### config.mk
export PLATFORM = sky130hd
export DESIGN_NAME = paddle_ctrl_flat
export DESIGN_NICKNAME = d
export VERILOG_FILES = /design/src/rtl/pong_pkg.sv /design/src/rtl/paddle_ctrl_if.sv /design/src/rtl/paddle_ctrl_tick_gen.sv /design/src/rtl/paddle_ctrl.sv /design/src/flat_wrapper.sv
export SDC_FILE = /design/constraint.sdc
export NUM_CORES = 1
export LEC_CHECK = 0
export CAP_MARGIN = 30
export CORE_MARGIN = 2
export CORE_UTILIZATION = 23
export CTS_CLUSTER_DIAMETER = 50
export CTS_CLUSTER_SIZE = 25
export DETAILED_ROUTE_END_ITERATION = 7
export DONT_BUFFER_PORTS = 1
export SLEW_MARGIN = 40
export SYNTH_ARGS = -nofsm -noshare
export SYNTH_HDL_FRONTEND = slang
export SYNTH_SLANG_ARGS = --single-unit
### constraint.sdc
create_clock -name clk -period 4.3 [get_ports clk]
set_input_delay 1.29 -clock clk [delete_from_list [all_inputs] [get_ports clk]]
set_output_delay 1.29 -clock clk [all_outputs]
set_load 0.05 [all_outputs]
### src/rtl/pong_pkg.sv
// Shared Pong definitions: paddle command codes, playfield geometry, paddle FSM encoding.
// Latency: n/a (constants and types only).
// Backpressure: n/a.
package pong_pkg;

  localparam logic [1:0] CMD_HOLD = 2'b00;
  localparam logic [1:0] CMD_UP   = 2'b01;
  localparam logic [1:0] CMD_DOWN = 2'b10;

  localparam int SCREEN_H      = 480;
  localparam int PADDLE_HEIGHT = 50;

  typedef enum logic [1:0] {
    ST_IDLE = 2'd0,
    ST_UP   = 2'd1,
    ST_DOWN = 2'd2
  } paddle_state_t;

endpackage

### src/rtl/paddle_ctrl_if.sv
// Paddle command/position bundle between a command source (AI or buttons) and paddle_ctrl.
// Latency: n/a (wires only).
// Backpressure: none; commands are sampled on movement ticks, position is always valid.
interface paddle_ctrl_if;

  logic       enable;
  logic [1:0] move_cmd;
  logic [9:0] paddle_pos;
  logic       at_top;
  logic       at_bottom;
  logic       moving;

  // Command source side
  modport master (
    output enable, move_cmd,
    input  paddle_pos, at_top, at_bottom, moving
  );

  // Paddle controller side
  modport slave (
    input  enable, move_cmd,
    output paddle_pos, at_top, at_bottom, moving
  );

endinterface

### src/rtl/paddle_ctrl_tick_gen.sv
// Movement-rate prescaler: one-cycle registered tick after every DIV enabled cycles.
// Latency: tick is high the cycle after the count reaches DIV-1.
// Backpressure: none; enable low clears the count and suppresses tick.
module tick_gen #(
  parameter int DIV = 500000
) (
  input  logic clk,
  input  logic reset,
  input  logic enable,
  output logic tick
);

  localparam int            W    = (DIV > 1) ? $clog2(DIV) : 1;
  localparam logic [W-1:0]  LAST = W'(DIV - 1);

  logic [W-1:0] cnt;

  // Free-running 0..DIV-1 counter while enabled; registered tick on the wrap
  always_ff @(posedge clk or posedge reset) begin
    if (reset) begin
      cnt  <= '0;
      tick <= 1'b0;
    end else if (!enable) begin
      cnt  <= '0;
      tick <= 1'b0;
    end else begin
      tick <= (cnt == LAST);
      cnt  <= (cnt == LAST) ? '0 : cnt + 1'b1;
    end
  end

endmodule

### src/rtl/paddle_ctrl.sv
// Paddle position integrator: rate-limited up/down moves, clamped to the playfield.
// Latency: paddle_pos updates on the clock edge ending a tick cycle (1 clk after tick).
// Backpressure: none; move_cmd is only sampled on ticks, enable low freezes the paddle.
// Optional PADDLE_ACCEL_EN: after ACCEL_TICKS same-direction ticks the step becomes STEP_FAST.
module paddle_ctrl #(
  parameter int STEP_DIV      = 500000,
  parameter int STEP_SLOW     = 2,
`ifdef PADDLE_ACCEL_EN
  parameter int STEP_FAST     = 4,
  parameter int ACCEL_TICKS   = 8,
`endif
  parameter int Y_MIN         = 0,
  parameter int Y_MAX         = pong_pkg::SCREEN_H,
  parameter int PADDLE_HEIGHT = pong_pkg::PADDLE_HEIGHT,
  parameter int RESET_POS     = 215
) (
  input  logic          clk,
  input  logic          reset,
  paddle_ctrl_if.slave  bus
);

  import pong_pkg::*;

  localparam int                 Y_LIMIT = Y_MAX - PADDLE_HEIGHT;
  localparam logic signed [10:0] LIM_LO  = 11'(Y_MIN);
  localparam logic signed [10:0] LIM_HI  = 11'(Y_LIMIT);

  logic          tick;
  paddle_state_t state_q, state_d;
  logic [9:0]    pos_q, pos_d;
  logic signed [10:0] pos_ext, step, sum;

`ifdef PADDLE_ACCEL_EN
  localparam int              RUN_W = $clog2(ACCEL_TICKS + 1);
  localparam logic [RUN_W-1:0] RUN_SAT = RUN_W'(ACCEL_TICKS);
  logic [RUN_W-1:0] run_q, run_d;
`endif

  tick_gen #(
    .DIV (STEP_DIV)
  ) u_tick_gen (
    .clk    (clk),
    .reset  (reset),
    .enable (bus.enable),
    .tick   (tick)
  );

  // Zero-extend so the clamp compares cannot wrap below zero or above 1023
  assign pos_ext = signed'({1'b0, pos_q});

  // Next state, run length and clamped position; everything holds between ticks
  always_comb begin
    state_d = state_q;
    pos_d   = pos_q;
    step    = 11'(STEP_SLOW);
    sum     = pos_ext;
`ifdef PADDLE_ACCEL_EN
    run_d   = run_q;
`endif
    if (!bus.enable) begin
      state_d = ST_IDLE;
`ifdef PADDLE_ACCEL_EN
      run_d   = '0;
`endif
    end else if (tick) begin
      case (bus.move_cmd)
        CMD_UP:   state_d = ST_UP;
        CMD_DOWN: state_d = ST_DOWN;
        CMD_HOLD: state_d = ST_IDLE;
        2'b11:    state_d = ST_IDLE;
      endcase
`ifdef PADDLE_ACCEL_EN
      // Run length counts repeated ticks in one direction; any change restarts it
      if (state_d != ST_IDLE && state_d == state_q)
        run_d = (run_q == RUN_SAT) ? run_q : run_q + 1'b1;
      else
        run_d = '0;
      if (run_d == RUN_SAT)
        step = 11'(STEP_FAST);
`endif
      if (state_d == ST_UP) begin
        sum = pos_ext - step;
        if (sum < LIM_LO) sum = LIM_LO;
      end else if (state_d == ST_DOWN) begin
        sum = pos_ext + step;
        if (sum > LIM_HI) sum = LIM_HI;
      end
      pos_d = 10'(sum);
    end
  end

  // State, position and run-length registers
  always_ff @(posedge clk or posedge reset) begin
    if (reset) begin
      state_q <= ST_IDLE;
      pos_q   <= 10'(RESET_POS);
`ifdef PADDLE_ACCEL_EN
      run_q   <= '0;
`endif
    end else begin
      state_q <= state_d;
      pos_q   <= pos_d;
`ifdef PADDLE_ACCEL_EN
      run_q   <= run_d;
`endif
    end
  end

  assign bus.paddle_pos = pos_q;
  assign bus.at_top     = (pos_q == 10'(Y_MIN));
  assign bus.at_bottom  = (pos_q == 10'(Y_LIMIT));
  assign bus.moving     = (state_q != ST_IDLE);

endmodule

### src/flat_wrapper.sv
// flat-port wrapper written by rule: the top's interface ports become plain ports
module paddle_ctrl_flat import pong_pkg::*;
#(
  parameter int STEP_DIV      = 500000,
  parameter int STEP_SLOW     = 2,

  parameter int Y_MIN         = 0,
  parameter int Y_MAX         = pong_pkg::SCREEN_H,
  parameter int PADDLE_HEIGHT = pong_pkg::PADDLE_HEIGHT,
  parameter int RESET_POS     = 215
)
  (clk, reset, bus_enable, bus_move_cmd, bus_paddle_pos, bus_at_top, bus_at_bottom, bus_moving);
  paddle_ctrl_if bus_i ();
  input  logic clk;
  input  logic reset;
  input wire logic [$bits(bus_i.enable)-1:0] bus_enable;
  input wire logic [$bits(bus_i.move_cmd)-1:0] bus_move_cmd;
  output wire logic [$bits(bus_i.paddle_pos)-1:0] bus_paddle_pos;
  output wire logic [$bits(bus_i.at_top)-1:0] bus_at_top;
  output wire logic [$bits(bus_i.at_bottom)-1:0] bus_at_bottom;
  output wire logic [$bits(bus_i.moving)-1:0] bus_moving;
  assign bus_i.enable = bus_enable;
  assign bus_i.move_cmd = bus_move_cmd;
  assign bus_paddle_pos = bus_i.paddle_pos;
  assign bus_at_top = bus_i.at_top;
  assign bus_at_bottom = bus_i.at_bottom;
  assign bus_moving = bus_i.moving;
  paddle_ctrl #(.STEP_DIV(STEP_DIV), .STEP_SLOW(STEP_SLOW), .Y_MIN(Y_MIN), .Y_MAX(Y_MAX), .PADDLE_HEIGHT(PADDLE_HEIGHT), .RESET_POS(RESET_POS)) u_core (.clk(clk), .reset(reset), .bus(bus_i));
endmodule
==> impl_results.md, run 1 <==
* Leakage power at 0.899 nW
* FMAX at 0.290 GHz
* Post-CTS sizing at 0
* Cell Rows at 34
* Max-cap viol count at 0
* Placed cell count at 337
* Final Non-Filler Cells at 345
* Die W at 98.9 µm
* Fin. max-slew vios at 0
* Drt pass-1 iters at 4
* Post-synthesis mux area share at 0.00966
* Fill cells at 942
* Register area share after synthesis at 0.390
* Pin count of the biggest net entering global routing at 22
* Fin. Hold Viols at 0
* Cells after synthesis at 238
* Crit-path cells: or4b_2, nor4_2, buf_4
* Avg Synthesized Cell Area at 8.71 µm²
* Root Driver: clkbuf_8
* Worst Path Max Fanout at 11
* Syn_nets at 250
* CTS max path bufs at 2
* CP Data Arrival Time at 2160 ps
* Final Wtd Congestion at 0.813
* Top cells by count, synth: dfrtp_1 (26), nor2_1 (26), nand2_1 (19)
* Final setup margin at 848 ps
* Cell area power density at 252 nW/µm²
* VDD IR max at 160 µV
* Critical path class: register to primary output
* First-pass GRT wire length at 8160 µm
* CTS Buf Count at 5
* Remaining DRCs at 0
* Yosys warnings at 0
* Storage cell area at 808 µm²
* Setup violations, final at 0
* Register bit total from synthesis at 32
* Post-Synth XOR/XNOR Area at 0.0888
* Routed Antenna Nets at 0
* Largest family of logic cells by synthesized area: simple AND/OR/NAND/NOR gates
* CTS Sinks at 32
* Die H at 98.9 µm
* Count of cell types in the netlist at 51
* Worst EP required at 3010 ps
* Routed vias at 1711
* CTS H-Tree Depth at 2
* CP max-delay cell: dfrtp_1
* Top cell type by total area after synthesis: dfrtp_1
* Antenna diodes at 0
* RSZ-0062 raised after global routing: false
* Top cell type's share of synthesized area at 0.314
* Area occupied by multi-input gates at 1170 µm²
* Setup repair bufs after CTS at 0
* Slew HR at 0.465
* DR vias/cell at 4.96
* Simple-gate area share of the yosys netlist at 0.299
* Final HPWL DP at 3290 µm
* Drt initial violations at 117
* Worst path max stage delay at 810 ps
* Core area at 8720 µm²
* Share of cells above drive strength 1 at 0.110
* Post-Place Cell Area at 2190 µm²
* Compound-Gate Fraction of Synth Area at 0.120
* Worst slew pin tran at 803 ps
* Synth Area in Adders at 0.0423
* Period utilisation layout at 0.803
* Initial antenna violation count at 0
* Minimum clock period at 3450 ps
* Vias in the first global route at 1637
* Async set-reset flop share out of synthesis at 1.00
* Worst Clk Skew at 11.2 ps
* Run status: complete, no violations
* CTS Hold Bufs at 0
* Fin area at 2280 µm²
* Net count, final at 248
* Number of enable flip-flop cells after synthesis at 0
* Overall Global Routing Usage at 0.103
* Synthesis-to-layout area growth at 10.1%
* Dpl ws at 1150 ps
* Most used DFF post-synth: dfrtp_1
* Setup TNS at 0 ps
* Worst min path class: register to register
* Post-Route WL at 4750 µm
* Die ar. at 9780 µm²
* Post-detailed-route wirelength per cell at 13.8 µm
* Initial cell density of the core at 0.238
* I/O Buffers at 0
* Startpoint types: register
* Top area cells in the synthesized netlist: dfrtp_1 (31%), dfstp_2 (7.6%), xor2_1 (5.5%)
* Clk_lat worst skew at 290 ps
* Crit path capture type: primary output
* CTS tree: done
* Clock-pin slew on the worst setup and hold paths at 70 ps
* Netlist Area Pre-Place at 2070 µm²
* IO Pins at 18
* Global route total overflow at 0
* Final core occ at 0.262
## logic make-up after synthesis
kind of cell             Yosys count
multiplexers                       2
AND/OR/NAND/NOR                  112
XOR/XNOR                          21
adder cells (fa/ha/maj)            7
flip-flops                        32
buffers and inverters             25
AO/OA/AOI/OAI                     39
## worst paths after layout
| kind | from | depth (start not counted) | slack [ps] | endpoint |
|---|---|---|---|---|
| min in group asynchronous | reset | 1 | 890 | u_core.u_tick_gen.cnt[14] |
| hold reg to reg | u_core.u_tick_gen.cnt[0] | 1 | 490 | u_core.u_tick_gen.cnt[0] |
| max in group asynchronous | reset | 2 | 2840 | u_core.bus.paddle_pos[7] |
| hold / removal | u_core.u_tick_gen.cnt[0] | 1 | 490 | u_core.u_tick_gen.cnt[0] |
| setup / recovery | u_core.bus.paddle_pos[8] | 3 | 850 | bus_at_bottom |
| setup reg to reg | u_core.bus.paddle_pos[1] | 8 | 1480 | u_core.bus.paddle_pos[3] |
## registers in the layout, indices dropped and copies added (netlist names)
signal                  flops
u_core.state_q              2
u_core.u_tick_gen.cnt      19
u_core.bus.paddle_pos      10
u_core.u_tick_gen.tick      1
## through the flow
step | power (mW) | hold slack [ps]
global route | 0.599 | 529
detailed placement | 0.336 | 486
finish | 0.575 | 494
floorplan | 0.328 | 453
global placement | 0.335 | 477
CTS | 0.584 | 493
## layout make-up
cell class              count  area share
well taps                 108      0.0592
multi-input cells         181       0.512
inverters                  11      0.0181
flip-flops and latches     32       0.354
repair buffers              5      0.0165
clock buffers               8      0.0395
## critical path, delay by kind of cell (launching register included)
kind          cells  cell delay, ps
buf+inv           1             240
flops             1             810
simple gates      2             820
## power by group
group / internal [mW] / total, mW / switching [mW] / leakage (nW)
Clock: 0.131 / 0.245 / 0.115 / 0.0455
Sequential: 0.304 / 0.306 / 0.00225 / 0.423
Combinational: 0.00690 / 0.0238 / 0.0169 / 0.431
## placed cells by master (no fill, tap or decap), types with 4 or more instances in the layout
cell,count
buf_4,5
a31oi_1,4
nand2_1,19
nor3_1,8
nand3_1,13
dfstp_2,6
nor2_1,26
xnor2_1,8
nor2b_1,4
and3_1,4
o21ai_0,10
dfrtp_1,26
ha_1,7
a21oi_1,11
inv_1,10
clkbuf_8,6
and2_1,5
xor2_1,13
nor3b_1,5
nand4_1,6
## layer usage
metal	wire [µm]	vias up	part of all wire	global-route usage
li1	-	844	-	-
met1	2270	817	0.48	0.137
met2	2140	42	0.45	0.159
met3	249	8	0.052	0.0305
met4	80	0	0.017	0.0369
met5	0	-	0	0
Note: power is estimated with default switching activity, not from simulation.
==> run 2: changes to the inputs <==
==> constraint.sdc (replaced) <==
create_clock -name clk -period 3.5 [get_ports clk]
set_input_delay 1.05 -clock clk [delete_from_list [all_inputs] [get_ports clk]]
set_output_delay 1.05 -clock clk [all_outputs]
set_load 0.05 [all_outputs]
==> run 2 against run 1 <==
Power grew 22%. Cell count grew 1.4%. Global-route usage grew 0.31 points. Sequential share of layout area shrank 0.55 points. Sequential power grew 23%. First-iteration DRC count shrank 18%. Combinational power grew 27%. Final area grew 1.6%.
==> impl_results.md, run 2 (synthesized netlist as in run 1, its figures left out) <==
* Final Non-Filler Cells at 350
* Pin count of the biggest net entering global routing at 21
* CTS Hold Bufs at 0
* Routed vias at 1739
* Slew HR at 0.526
* Share of cells above drive strength 1 at 0.128
* Worst r2r path cells at 7
* Clock-pin slew on the worst setup and hold paths at 70 ps
* Drt pass-1 iters at 4
* Final Wtd Congestion at 0.795
* FF-to-FF Start: u_core.bus.paddle_pos[2]
* Crit path capture type: primary output
* Worst Clk Skew at 6.84 ps
* IO Pins at 18
* Drt initial violations at 96
* Final setup margin at 468 ps
* Placed cell count at 342
* Post-Route WL at 4880 µm
* Root Driver: clkbuf_8
* Overall Global Routing Usage at 0.106
* Max-cap viol count at 0
* Die ar. at 9780 µm²
* Post-CTS sizing at 0
* Fin area at 2320 µm²
* Fill cells at 917
* CP Data Arrival Time at 1980 ps
* Fin. Hold Viols at 0
* Worst min path class: register to register
* CTS Buf Count at 5
* I/O Buffers at 0
* VDD IR max at 181 µV
* Final core occ at 0.266
* FF-to-FF End: u_core.bus.paddle_pos[4]
* Setup violations, final at 0
* Setup repair bufs after CTS at 0
* Dpl ws at 750 ps
* Critical path class: register to primary output
* Commonest cells after routing, fill and taps aside: nor2_1 (26), dfrtp_1 (26), nand2_1 (19)
* Antenna diodes at 0
* First-pass GRT wire length at 8340 µm
* CTS H-Tree Depth at 2
* Worst hold slack at 489 ps
* DR vias/cell at 4.97
* Setup TNS at 0 ps
* RSZ-0062 raised after global routing: false
* Cell Rows at 34
* Power, Total at 0.699 mW
* R2R Setup Slk at 800 ps
* Max FFs per register at 19
* Die W at 98.9 µm
* Vias in the first global route at 1702
* Initial cell density of the core at 0.238
* Net count, final at 253
* Cell area power density at 302 nW/µm²
* Minimum clock period at 3030 ps
* Core area at 8720 µm²
* CTS Sinks at 32
* Routed Antenna Nets at 0
* FMAX at 0.330 GHz
* CTS max path bufs at 2
* Fin. max-slew vios at 0
* Hold Path Cell Cnt at 1
* Worst Path Max Fanout at 10
* Worst setup path endpoint: bus_at_bottom
* Remaining DRCs at 0
* Critical path origin: u_core.bus.paddle_pos[2]
* Initial antenna violation count at 0
* Worst slew pin tran at 707 ps
* Global route total overflow at 0
* CTS tree: done
* Run status: complete, no violations
* Clk_lat worst skew at 280 ps
* Period utilisation layout at 0.866
* Leakage power at 0.926 nW
* Synthesis-to-layout area growth at 11.8%
* Die H at 98.9 µm
* Startpoint types: register
* Worst EP required at 2450 ps
* Post-Place Cell Area at 2220 µm²
* Post-detailed-route wirelength per cell at 13.9 µm
* Final HPWL DP at 3650 µm
* Largest register by flop count: u_core.u_tick_gen.cnt
[run 2: changes by cell type in the layout (fill, tap and decap cells not counted), sizes merged]
cell / delta
buf: +5
clkbuf: -2
clkinv: +3
inv: -1
[run 2: cell type report]
type,count,area [µm²],share of cell area
Clock buffer,6,82.6,0.0356
Clock inverter,2,10.0,0.00432
Inverter,11,41.3,0.0178
Multi-Input combinational cell,181,1160,0.503
Sequential cell,32,808,0.349
Tap cell,108,135,0.0583
Timing Repair Buffer,10,75.1,0.0324
[run 2: per-layer routing]
layer  routed length (µm)  track usage
met1                 2310        0.141
met2                 2200        0.167
met3                  286       0.0262
met4                   80       0.0379
met5                    0            0
[run 2: report_power, final]
| group | switching, mW | total [mW] | leakage, nW | internal (mW) |
|---|---|---|---|---|
| sequential | 0.00281 | 0.376 | 0.423 | 0.373 |
| clock | 0.137 | 0.293 | 0.0510 | 0.157 |
| combinational | 0.0209 | 0.0302 | 0.452 | 0.00928 |
[run 2: worst min path at each step]
stage	slack, ps	end	start
4_1_cts	500	u_core.u_tick_gen.cnt[0]	u_core.u_tick_gen.cnt[0]
3_3_place_gp	480	u_core.u_tick_gen.cnt[0]	u_core.u_tick_gen.cnt[0]
5_1_grt	540	u_core.u_tick_gen.cnt[0]	u_core.u_tick_gen.cnt[0]
3_5_place_dp	490	u_core.u_tick_gen.cnt[0]	u_core.u_tick_gen.cnt[0]
6_report	490	u_core.u_tick_gen.cnt[0]	u_core.u_tick_gen.cnt[0]
2_1_floorplan	450	u_core.u_tick_gen.cnt[0]	u_core.u_tick_gen.cnt[0]
[run 2: critical path, cell delays in order, from the launching register on]
cell and delay (ps):
dfstp_2 830, nand3_2 300, nor4_2 320, buf_4 240
==> run 3: changes to the inputs <==
--- a/config.mk
+++ b/config.mk
@@ -5,13 +5,13 @@
 export SDC_FILE = /design/constraint.sdc
 export NUM_CORES = 1
 export LEC_CHECK = 0
-export CAP_MARGIN = 30
 export CORE_MARGIN = 2
 export CORE_UTILIZATION = 23
 export CTS_CLUSTER_DIAMETER = 50
 export CTS_CLUSTER_SIZE = 25
 export DETAILED_ROUTE_END_ITERATION = 7
 export DONT_BUFFER_PORTS = 1
+export GPL_ROUTABILITY_DRIVEN = 0
 export SLEW_MARGIN = 40
 export SYNTH_ARGS = -nofsm -noshare
 export SYNTH_HDL_FRONTEND = slang
==> results of run 3 <==
No change in the layout: final DEF, timing and power equal those of run 2.
